[src/rtl/popcount_seq_ctrl.sv]
// popcount_seq_ctrl: sequences a ternary neuron through a shared 11-bit popcount unit
// Ports:
//   clk, rst_n                 clock (rising edge), asynchronous active-low reset
//   in_valid/in_ready          operand handshake; ready only while idle
//   x, w_pos, w_neg            activations and +1/-1 weight masks, 11*NCH bits each
//   th_hi, th_lo               signed 7-bit thresholds
//   pc_in/pc_en/pc_out         chunk operand, consume strobe and result of the external popcount11
//   out_valid/out_ready, y     result handshake; y = 01 (+1), 11 (-1), 00 (0)
// Build option: define POPCOUNT_SEQ_GATE_EN to skip chunks whose weight slice is all zero.
module popcount_seq_ctrl #(
  parameter int NCH = 3,
  localparam int W = 11 * NCH
) (
  input  logic              clk,
  input  logic              rst_n,
  input  logic              in_valid,
  output logic              in_ready,
  input  logic [W-1:0]      x,
  input  logic [W-1:0]      w_pos,
  input  logic [W-1:0]      w_neg,
  input  logic signed [6:0] th_hi,
  input  logic signed [6:0] th_lo,
  output logic [10:0]       pc_in,
  output logic              pc_en,
  input  logic [3:0]        pc_out,
  output logic              out_valid,
  input  logic              out_ready,
  output logic [1:0]        y
);
  typedef enum logic [2:0] {S_IDLE, S_POS, S_NEG, S_CMP, S_DONE} state_t;
  state_t state_q, state_d;
  logic [1:0] cnt_q, cnt_d;
  logic [5:0] acc_pos_q, acc_pos_d, acc_neg_q, acc_neg_d;
  logic [W-1:0] x_q, x_d, wp_q, wp_d, wn_q, wn_d;
  logic signed [6:0] th_hi_q, th_hi_d, th_lo_q, th_lo_d;
  logic [1:0] y_q, y_d;
  logic [10:0] x_c, wp_c, wn_c, mask_c;
  logic act, gate, last;
  logic signed [6:0] d;
  always_comb begin
    x_c = '0;
    wp_c = '0;
    wn_c = '0;
    for (int k = 0; k < NCH; k++) begin
      if (cnt_q == 2'(k)) begin
        x_c = x_q[11*k +: 11];
        wp_c = wp_q[11*k +: 11];
        wn_c = wn_q[11*k +: 11];
      end
    end
  end
  assign mask_c = (state_q == S_NEG) ? wn_c : wp_c;
  assign act = (state_q == S_POS) || (state_q == S_NEG);
`ifdef POPCOUNT_SEQ_GATE_EN
  // An all-zero weight slice cannot contribute, so the popcount unit is left idle.
  assign gate = (mask_c == '0);
`else
  assign gate = 1'b0;
`endif
  assign pc_en = act && !gate;
  assign pc_in = pc_en ? (x_c & mask_c) : '0;
  assign last = (cnt_q == 2'(NCH - 1));
  // Accumulators are at most 60, so the zero-extended difference fits 7-bit signed.
  assign d = $signed({1'b0, acc_pos_q}) - $signed({1'b0, acc_neg_q});
  assign in_ready = (state_q == S_IDLE);
  assign out_valid = (state_q == S_DONE);
  assign y = y_q;
  always_comb begin
    state_d = state_q;
    cnt_d = cnt_q;
    acc_pos_d = acc_pos_q;
    acc_neg_d = acc_neg_q;
    x_d = x_q;
    wp_d = wp_q;
    wn_d = wn_q;
    th_hi_d = th_hi_q;
    th_lo_d = th_lo_q;
    y_d = y_q;
    case (state_q)
      S_IDLE: if (in_valid) begin
        x_d = x;
        wp_d = w_pos;
        wn_d = w_neg;
        th_hi_d = th_hi;
        th_lo_d = th_lo;
        cnt_d = '0;
        acc_pos_d = '0;
        acc_neg_d = '0;
        state_d = S_POS;
      end
      S_POS: begin
        acc_pos_d = pc_en ? acc_pos_q + {2'b00, pc_out} : acc_pos_q;
        cnt_d = last ? 2'd0 : cnt_q + 2'd1;
        state_d = last ? S_NEG : S_POS;
      end
      S_NEG: begin
        acc_neg_d = pc_en ? acc_neg_q + {2'b00, pc_out} : acc_neg_q;
        cnt_d = last ? 2'd0 : cnt_q + 2'd1;
        state_d = last ? S_CMP : S_NEG;
      end
      S_CMP: begin
        y_d = (d >= th_hi_q) ? 2'b01 : (d <= th_lo_q) ? 2'b11 : 2'b00;
        state_d = S_DONE;
      end
      S_DONE: state_d = out_ready ? S_IDLE : S_DONE;
      default: state_d = S_IDLE;
    endcase
  end
  always_ff @(posedge clk or negedge rst_n) begin
    if (!rst_n) begin
      state_q <= S_IDLE;
      cnt_q <= '0;
      acc_pos_q <= '0;
      acc_neg_q <= '0;
      x_q <= '0;
      wp_q <= '0;
      wn_q <= '0;
      th_hi_q <= '0;
      th_lo_q <= '0;
      y_q <= '0;
    end else begin
      state_q <= state_d;
      cnt_q <= cnt_d;
      acc_pos_q <= acc_pos_d;
      acc_neg_q <= acc_neg_d;
      x_q <= x_d;
      wp_q <= wp_d;
      wn_q <= wn_d;
      th_hi_q <= th_hi_d;
      th_lo_q <= th_lo_d;
      y_q <= y_d;
    end
  end
endmodule

[config.mk]
export PLATFORM = sky130hd
export DESIGN_NAME = popcount_seq_ctrl
export DESIGN_NICKNAME = d
export VERILOG_FILES = /design/src/rtl/popcount_seq_ctrl.sv
export SDC_FILE = /design/constraint.sdc
export NUM_CORES = 1
export LEC_CHECK = 0
export CORE_MARGIN = 1
export CORE_UTILIZATION = 30
export DETAILED_ROUTE_END_ITERATION = 8
export HOLD_SLACK_MARGIN = 0.02
export SYNTH_ARGS = -nofsm -noshare
export SYNTH_HDL_FRONTEND = slang
export SYNTH_SLANG_ARGS = --single-unit
[constraint.sdc]
create_clock -name clk -period 5 [get_ports clk]
set_clock_uncertainty 0.05 [all_clocks]
set_input_delay 0.75 -clock clk [delete_from_list [all_inputs] [get_ports clk]]
set_output_delay 0.75 -clock clk [all_outputs]
set_load 0.01 [all_outputs]
==> flow_summary_export.csv, run 1 <==
group,metric,value,unit
logic_synthesis,synth_cells,582,
floorplan,io_pins,137,
timing,slew_viol_final,0,
placement,place.gp.congestion,0.802,
clocking,htreeDepth,4,
grt,grt_pass1_vias,4970,
logic_synthesis,synth_cell_type_count,51,
logic_synthesis,synth_edf_count,0,
critical_path,crit_path_max_fanout,12,
logic_synthesis,avgSynthCellArea,11.5,sq um
route,drt-initial-drc-count,240,
placement,portBuffers,136,
timing,grt_setup_unrepaired,"false",
logic_synthesis,synth_flop_cell,"dfrtp_1",
critical_path,path_buf_inv,1,
timing,whs,0.328,ns
grt,grt_usage,16.7,%
run_status,outcome,"complete, no violations",
floorplan,initial_utilization,30.6,%
critical_path,required,4.20,ns
floorplan,core,21800,sq um
clocking,hold_buffers,0,
logic_synthesis,synth_seq_cells,132,
timing,fin_crit,3.81,ns
placement,hpwlAfterDp,13300,um
placement,dp_cells,972,
clocking,cts_tree,"built",
route,ant_nets,0,
grt,grt_overflow,0,
logic_synthesis,ys_warn_count,0,
route,routed_wl,17700,um
floorplan,die-area,22800,sq um
final_layout,areaGrowthSynthToFinish,32.9,%
pwr,power,5.94,mW
floorplan,fp.dieW,151,um
grt,grt_max_degree,98,
final_layout,stdcell_count,1004,
flow_run,drv_cap,0,
logic_synthesis,syn-cell-area,6670,sq um
timing,slew_headroom,28.5,%
route,vias,4802,
clocking,clk_pin_slew,0.06,ns
route,drc,0,
critical_path,path_cells,"or3b_1 -> mux2i_1 -> nor4bb_1 -> nor3_1 -> a221oi_1 -> clkdlybuf4s50_1",
grt,grt_pass1_wl,27800,um
critical_path,critical_path_class,"reg -> out",
floorplan,fp-row-count,54,
clocking,cts_resized,0,
timing,finalCritPeriodShare,76.2,%
logic_synthesis,ys_async_sr_fraction,100,%
final_layout,layout_commonest_cell,"clkdlybuf4s50_1",
final_layout,finalNetCount,863,
clocking,clockRootBuffer,"clkbuf_16",
timing,fmax,262,MHz
logic_synthesis,syn-num-nets,734,
critical_path,arrival,3.01,ns
final_layout,antenna_cells,0,
critical_path,crit_slowest_cell,"or3b_1",
clocking,numCtsBuffers,17,
clocking,worstSkewPairLatency,0.42,ns
logic_synthesis,synth-seq-area-share,49.5,%
min_path,hold_path.class,"in -> async",
timing,finalHoldViolCount,0,
route,dr.pass1.iters,4,
timing,setup_violations,0,
clocking,clock_sinks,132,
critical_path,crit_family,"simple AND/OR/NAND/NOR gates",
critical_path,worstSetupStartpointType,"register",
pwr,p_leak,3.73,nW
timing,worst_pin_slew,1.07,ns
grt,grt_antenna_before_repair,2,
pwr,p_per_area,670,nW/um^2
route,viasPerCell,4.78,
route,post_drt_wl_per_cell,17.7,um
final_layout,utilization,40.6,%
pwr,ir_drop,0.234,mV
final_layout,drive_gt1_share,20.2,%
timing,finalSetupTns,0,ns
critical_path,critPathMaxStageDelay,0.61,ns
critical_path,cp-end-kind,"output port",
clocking,post_cts_buffers,0,
clocking,clockBufferDepth,2,
floorplan,die_y,151,um
final_layout,layout.cells.most_common_list,"clkdlybuf4s50_1, dfrtp_1, mux2_2",
layer usage:
layer,global-route usage (%),routed length (um),vias to the layer above
met1,20.6,7700,2333
met4,4.45,198,4
met2,28.6,8860,129
met3,4.43,946,18
met5,0,27,-
li1,-,-,2318
layout make-up:
class                   instances  area [sq um]
fillers                      2101         13000
well taps                     280           350
inverters                      31           116
clock buffers                  18           439
multi-input cells             386          3070
clock inverters                14           169
repair buffers                143          1420
flip-flops and latches        132          3300
cell families (layout without fill, tap and decap cells):
| kind of cell | count (synthesis) | count (layout) | share of synthesized area (%) |
|---|---|---|---|
| AOI/OAI and AO/OA | 109 | 109 | 9.72 |
| xor gates and xnor gates | 8 | 8 | 1.05 |
| adders and majority gates | 31 | 31 | 6.15 |
| muxes | 131 | 131 | 21.5 |
| DFF | 132 | 132 | 49.5 |
| buffers and inverters | 64 | 206 | 4.52 |
| and+or+nand+nor | 107 | 107 | 7.49 |
final timing paths:
kind                                   start         end  slack [ns]  depth (start not counted)
worst max-delay path              state_q[1]    pc_in[0]        1.19                          6
worst min-delay path                   rst_n  th_hi_q[6]        0.33                          1
worst max register to register  acc_neg_q[1]        y[0]        1.84                         11
worst min register to register          y[1]        y[1]        0.45                          2
max in group asynchronous              rst_n    wn_q[19]        3.46                          2
min in group clk                        y[1]        y[1]        0.45                          2
power breakdown:
part	total (mW)	internal (mW)	switching (mW)
Sequential	1.95	1.61	0.346
Combinational	2.72	1.37	1.35
Clock	1.27	0.762	0.509
Total	5.94	3.74	2.20
per-stage QoR:
stage	instance area, sq um	setup slack, ns
after floorplan	6670	2.20
final	8870	1.19
after detailed placement	8260	1.64
after global placement	8260	1.61
after global routing	8870	0.913
after CTS	8870	1.14
state kept, by name (all words and copies together), names as in the netlist:
signal     count
acc_neg_q      6
wn_q          33
acc_pos_q      6
y              2
state_q        3
wp_q          33
cnt_q          2
th_hi_q        7
x_q           33
th_lo_q        7
synthesized netlist by cell type, types with 2 or more instances:
cell type  count  share of area [%]
dfrtp_1      132                 50
mux2_2       100                 17
nand2_1       48                2.7
o21ai_0       47                3.5
inv_1         31                1.7
mux2i_1       31                4.7
ha_1          28                5.3
nor2_1        28                1.6
a21oi_1       25                1.9
buf_2         22                1.7
a22oi_1        9                1.0
clkbuf_1       5               0.28
xnor2_1        5               0.66
a21o_1         4               0.45
nor3_1         4               0.30
a22o_1         3               0.39
buf_4          3               0.34
buf_6          3               0.51
fa_1           3               0.90
nand2b_1       3               0.28
nand3b_1       3               0.34
nand4_1        3               0.28
o211ai_1       3               0.34
xor2_1         3               0.39
a2111oi_0      2               0.26
a31oi_1        2               0.19
and2_1         2               0.19
nand3_1        2               0.15
nor3b_1        2               0.23
o22ai_1        2               0.19
o31ai_1        2               0.23
or3_1          2               0.19
or3b_1         2               0.26
(Power assumes the default switching activity.)
==> run 2: changes to the inputs <==
- clock period: 5 -> 3.8 ns (I/O delays scaled with it)
==> run 2 against run 1 <==
Compared with the run above:
- hold slack got worse by 0.17 ns
- sequential share of layout area down 0.33 points
- clock-buffer cell count did not move
- critical endpoint unchanged
- global-route usage decreased by 0.77 points
- core utilization rose by 0.36 points
- routed wire length shrank 4.2%
- sequential power rose by 28%
- register-to-register slack worse by 1.1 ns
- highest routed layer is now met4
- final area up 0.89%
- final cell count rose by 0.30%
- clock power is 37% higher
- combinational power up 35%
==> flow_summary_export.csv, run 2 (synthesis gave the netlist of run 1 again) <==
group,metric,value,unit
route,drc,0,
floorplan,die_y,151,um
grt,grt_pass1_vias,5082,
timing,finalSetupTns,0,ns
clocking,cts_resized,0,
pwr,ir_drop,0.304,mV
clocking,clockBufferDepth,2,
timing,finalHoldViolCount,0,
final_layout,finalNetCount,866,
route,vias,4812,
run_status,outcome,"complete, no violations",
final_layout,layout.cells.most_common_list,"clkdlybuf4s50_1, dfrtp_1, mux2_2",
critical_path,worstSetupStartpointType,"register",
min_path,hold_path.class,"in -> async",
pwr,p_leak,3.78,nW
pwr,power,7.91,mW
timing,setup_violations,0,
placement,place.gp.congestion,0.770,
floorplan,core,21800,sq um
final_layout,fillers,2101,
critical_path,critical_path_class,"reg -> out",
timing,slew_viol_final,0,
final_layout,layout_commonest_cell,"clkdlybuf4s50_1",
timing,worst_pin_slew,0.851,ns
route,ant_nets,0,
critical_path,cp-end-kind,"output port",
clocking,cts_tree,"built",
clocking,post_cts_buffers,0,
pwr,p_per_area,884,nW/um^2
clocking,numCtsBuffers,17,
grt,grt_pass1_wl,27200,um
floorplan,initial_utilization,30.6,%
floorplan,fp.dieW,151,um
flow_run,drv_cap,0,
floorplan,io_pins,137,
clocking,worstSkewPairLatency,0.43,ns
grt,grt_usage,15.9,%
timing,finalCritPeriodShare,95.7,%
route,dr.pass1.iters,4,
final_layout,reg_top3,"wn_q x33, wp_q x33, x_q x33",
floorplan,die-area,22800,sq um
placement,portBuffers,136,
critical_path,crit_path_max_fanout,12,
grt,grt_overflow,0,
timing,grt_setup_unrepaired,"false",
route,routed_wl,17000,um
critical_path,required,3.18,ns
timing,fmax,275,MHz
route,drt-initial-drc-count,201,
route,post_drt_wl_per_cell,16.9,um
timing,fin_ws,0.165,ns
grt,grt_max_degree,89,
final_layout,antenna_cells,0,
final_layout,areaGrowthSynthToFinish,34.1,%
clocking,htreeDepth,4,
placement,hpwlAfterDp,12100,um
final_layout,drive_gt1_share,20.5,%
route,viasPerCell,4.78,
grt,grt_antenna_before_repair,0,
timing,fin_crit,3.63,ns
clocking,clockRootBuffer,"clkbuf_16",
clocking,hold_buffers,0,
floorplan,fp-row-count,54,
clocking,clk_pin_slew,0.06,ns
timing,slew_headroom,43.3,%
placement,dp_slack,0.682,ns
clocking,clock_sinks,132,
critical_path,arrival,3.01,ns
## run 2: layer usage
metal	track usage [%]	routed length, um	up-vias	share of wire [%]
li1	-	-	2322	-
met1	21.4	8010	2371	47
met2	25.3	7990	106	47
met3	4.22	838	13	4.9
met4	4.05	144	0	0.85
met5	0	0	-	0
## run 2: layout make-up
class,instances,area [sq um],area share [%]
flip-flops and latches,132,3300,36.9
clock buffers,18,439,4.91
well taps,280,350,3.92
multi-input cells,386,3070,34.3
inverters,31,116,1.30
repair buffers,146,1490,16.6
clock inverters,14,175,1.96
## run 2: stage by stage
step | std cells | instance area [sq um] | util, % | hold slack (ns)
6_report | 1007 | 8940 | 41.0 | 0.160
4_1_cts | 1007 | 8940 | 41.0 | 0.200
2_1_floorplan | 582 | 6670 | - | 0.224
3_5_place_dp | 975 | 8330 | 38.2 | 0.438
3_3_place_gp | 975 | 8330 | 38.2 | 0.435
5_1_grt | 1007 | 8940 | 41.0 | 0.208
## run 2: worst max-delay path: stages, from the launching register on
cell and delay (ns):
dfrtp_1 0.53, or3b_1 0.60, mux2i_1 0.19, nor4bb_1 0.28, nor3_1 0.09, a221oi_1 0.30
clkdlybuf4s50_1 0.61
## run 2: report_power, final
group | switching (mW) | internal (mW)
registers | 0.387 | 2.11
clock network | 0.679 | 1.06
logic | 1.81 | 1.86
## run 2: worst paths after layout
path | cells past startpoint | to | startpoint | slack [ns]
setup / recovery | 6 | pc_in[0] | state_q[1] | 0.17
hold / removal | 1 | th_lo_q[3] | rst_n | 0.16
setup reg to reg | 11 | y[0] | acc_neg_q[1] | 0.70
hold reg to reg | 2 | y[1] | y[1] | 0.44
max in group asynchronous | 2 | wp_q[20] | rst_n | 2.75
min in group clk | 2 | y[1] | y[1] | 0.44
==> run 3: changes to the inputs <==
- ABC_AREA: unset -> 1
==> run 3 against run 2 <==
Compared with the run above:
- critical path depth unchanged
- via count up 21%
- synthesized cell count up 46%
- core utilization down 0.51 points
- clock-buffer cell count unchanged
- combinational power up 4%
- total power up 1.1%
- setup slack better by 0.21 ns
- flip-flop and latch count unchanged
- largest cell class unchanged
- largest power group unchanged
==> flow_summary_export.csv, run 3 <==
group,metric,value,unit
pwr,ir_drop,0.309,mV
timing,whs,0.156,ns
timing,finalHoldViolCount,0,
logic_synthesis,ys_top_cells_by_count,"nand2_1, dfrtp_1, inv_1",
critical_path,critical_path_class,"reg -> out",
logic_synthesis,post-synth-top-count-cell,"nand2_1",
pwr,pwr-share-seq,31.7,%
critical_path,reg2reg_depth,18,
final_layout,fillers,2294,
floorplan,die_y,151,um
grt,grt_antenna_before_repair,0,
pwr,p_switching,3.44,mW
placement,hpwlAfterDp,14000,um
clocking,clockRootBuffer,"clkbuf_16",
critical_path,arrival,2.81,ns
floorplan,fp-row-count,54,
pwr,p_clk_share,20.5,%
logic_synthesis,synth_flop_cell,"dfrtp_1",
timing,finalSetupTns,0,ns
logic_synthesis,syn-num-nets,1000,
final_layout,layout.cells.most_common_list,"nand2_1, clkdlybuf4s50_1, dfrtp_1",
grt,grt_pass1_wl,29800,um
final_layout,drive_gt1_share,5.28,%
min_path,hold_path.class,"in -> async",
logic_synthesis,synth_cell_type_count,35,
route,post_drt_wl_per_cell,15.1,um
floorplan,core,21900,sq um
timing,slew_viol_final,0,
route,viasPerCell,4.59,
critical_path,crit_path_max_fanout,21,
timing,fin_crit,3.43,ns
final_layout,areaGrowthSynthToFinish,32.2,%
flow_run,drv_cap,0,
logic_synthesis,synth_cells,848,
run_status,outcome,"complete, no violations",
timing,finalCritPeriodShare,90.2,%
pwr,p_leak,4.39,nW
clocking,hold_buffers,0,
logic_synthesis,yosysTopAreaCell,"dfrtp_1",
logic_synthesis,avgSynthCellArea,7.91,sq um
placement,portBuffers,136,
floorplan,initial_utilization,30.6,%
logic_synthesis,synth_edf_count,0,
grt,grt_pass1_vias,5656,
logic_synthesis,synth_seq_cells,132,
timing,setup_violations,0,
pwr,sw_frac_of_total,43.0,%
logic_synthesis,ys_async_sr_fraction,100,%
critical_path,cp-end-kind,"output port",
route,drc,0,
route,routed_wl,19100,um
pwr,power,8.00,mW
clocking,clockBufferDepth,2,
timing,grt_setup_unrepaired,"false",
floorplan,die-area,22900,sq um
clocking,clock_sinks,132,
floorplan,fp.dieW,151,um
clocking,htreeDepth,4,
pwr,p_per_area,903,nW/um^2
timing,fmax,292,MHz
final_layout,layout_commonest_cell,"nand2_1",
final_layout,reg_top3,"wn_q x33, wp_q x33, x_q x33",
route,vias,5812,
placement,place.gp.congestion,0.835,
pwr,combinationalPowerShare,47.7,%
clocking,clk_pin_slew,0.06,ns
logic_synthesis,synth-seq-area-share,49.3,%
grt,grt_max_degree,89,
floorplan,io_pins,137,
critical_path,required,3.18,ns
timing,worst_pin_slew,0.855,ns
grt,grt_usage,17.5,%
timing,slew_headroom,43.0,%
logic_synthesis,synth_top_area_share,49.3,%
critical_path,worstSetupStartpointType,"register",
final_layout,antenna_cells,0,
clocking,cts_resized,0,
route,dr.pass1.iters,5,
clocking,worstSkewPairLatency,0.42,ns
logic_synthesis,syn-cell-area,6700,sq um
clocking,cts_tree,"built",
logic_synthesis,ys_warn_count,0,
clocking,post_cts_buffers,0,
route,ant_nets,0,
clocking,numCtsBuffers,17,
route,drt-initial-drc-count,445,
grt,grt_overflow,0,
pwr,p_int,4.56,mW
logic_synthesis,synth.top_cells.by_area,"dfrtp_1, nand2_1, ha_1",
final_layout,finalNetCount,1124,
[run 3: cells by family after synthesis]
family / after synthesis / synth area share [%]
AO/OA/AOI/OAI: 106 / 9.41
XOR/XNOR: 4 / 0.523
adder cells (fa/ha/maj): 31 / 6.12
buffers and inverters: 91 / 6.23
flip-flops: 132 / 49.3
AND/OR/NAND/NOR: 484 / 28.4
[run 3: path summary, 6_finish.rpt]
kind                            slack [ns]    endpoint    startpoint
worst max-delay path                  0.37    pc_in[9]      cnt_q[1]
worst min-delay path                  0.16  th_lo_q[3]         rst_n
worst max register to register        1.05        y[0]  acc_pos_q[0]
worst min register to register        0.43     x_q[11]       x_q[11]
max in group asynchronous             2.76    wn_q[32]         rst_n
min in group clk                      0.43     x_q[11]       x_q[11]
[run 3: power by group through the flow]
stage | Combinational [mW] | Sequential [mW] | Clock (mW)
6_report | 3.82 | 2.54 | 1.64
5_1_grt | 4.41 | 2.61 | 1.74
4_1_cts | 3.87 | 2.53 | 1.67
3_5_place_dp | 3.84 | 2.54 | 0
3_3_place_gp | 3.75 | 2.57 | 0
2_1_floorplan | 2.88 | 2.36 | 0
[run 3: layer usage]
metal	vias to the layer above	share of wire (%)	track usage, %
met5	-	0	0
met4	0	1.5	5.20
met3	18	4.9	4.37
met2	149	45	27.2
met1	2695	48	23.9
li1	2950	-	-
[run 3: critical path: stages, from the launching register on]
cell and delay (ns):
dfrtp_1 0.48, inv_2 0.21, nor2_4 0.43, a22o_1 0.23, a21oi_1 0.04, nor3_1 0.37, clkdlybuf4s50_1 0.61
[run 3: per-stage QoR]
stage | setup WS [ns] | utilization [%] | instances | instance area, sq um
global placement | 0.876 | 37.8 | 1233 | 8280
CTS | 0.360 | 40.5 | 1265 | 8860
detailed placement | 0.849 | 37.8 | 1233 | 8280
global route | 0.191 | 40.5 | 1265 | 8860
finish | 0.373 | 40.5 | 1265 | 8860
floorplan | 1.37 | - | 848 | 6700
[run 3: cell type report]
cell class | count | area, sq um | share of cell area, %
multi-input cells | 625 | 2990 | 33.7
repair buffers | 142 | 1430 | 16.2
flip-flops and latches | 132 | 3300 | 37.3
well taps | 280 | 350 | 3.95
clock buffers | 18 | 429 | 4.84
clock inverters | 14 | 154 | 1.74
inverters | 54 | 204 | 2.30
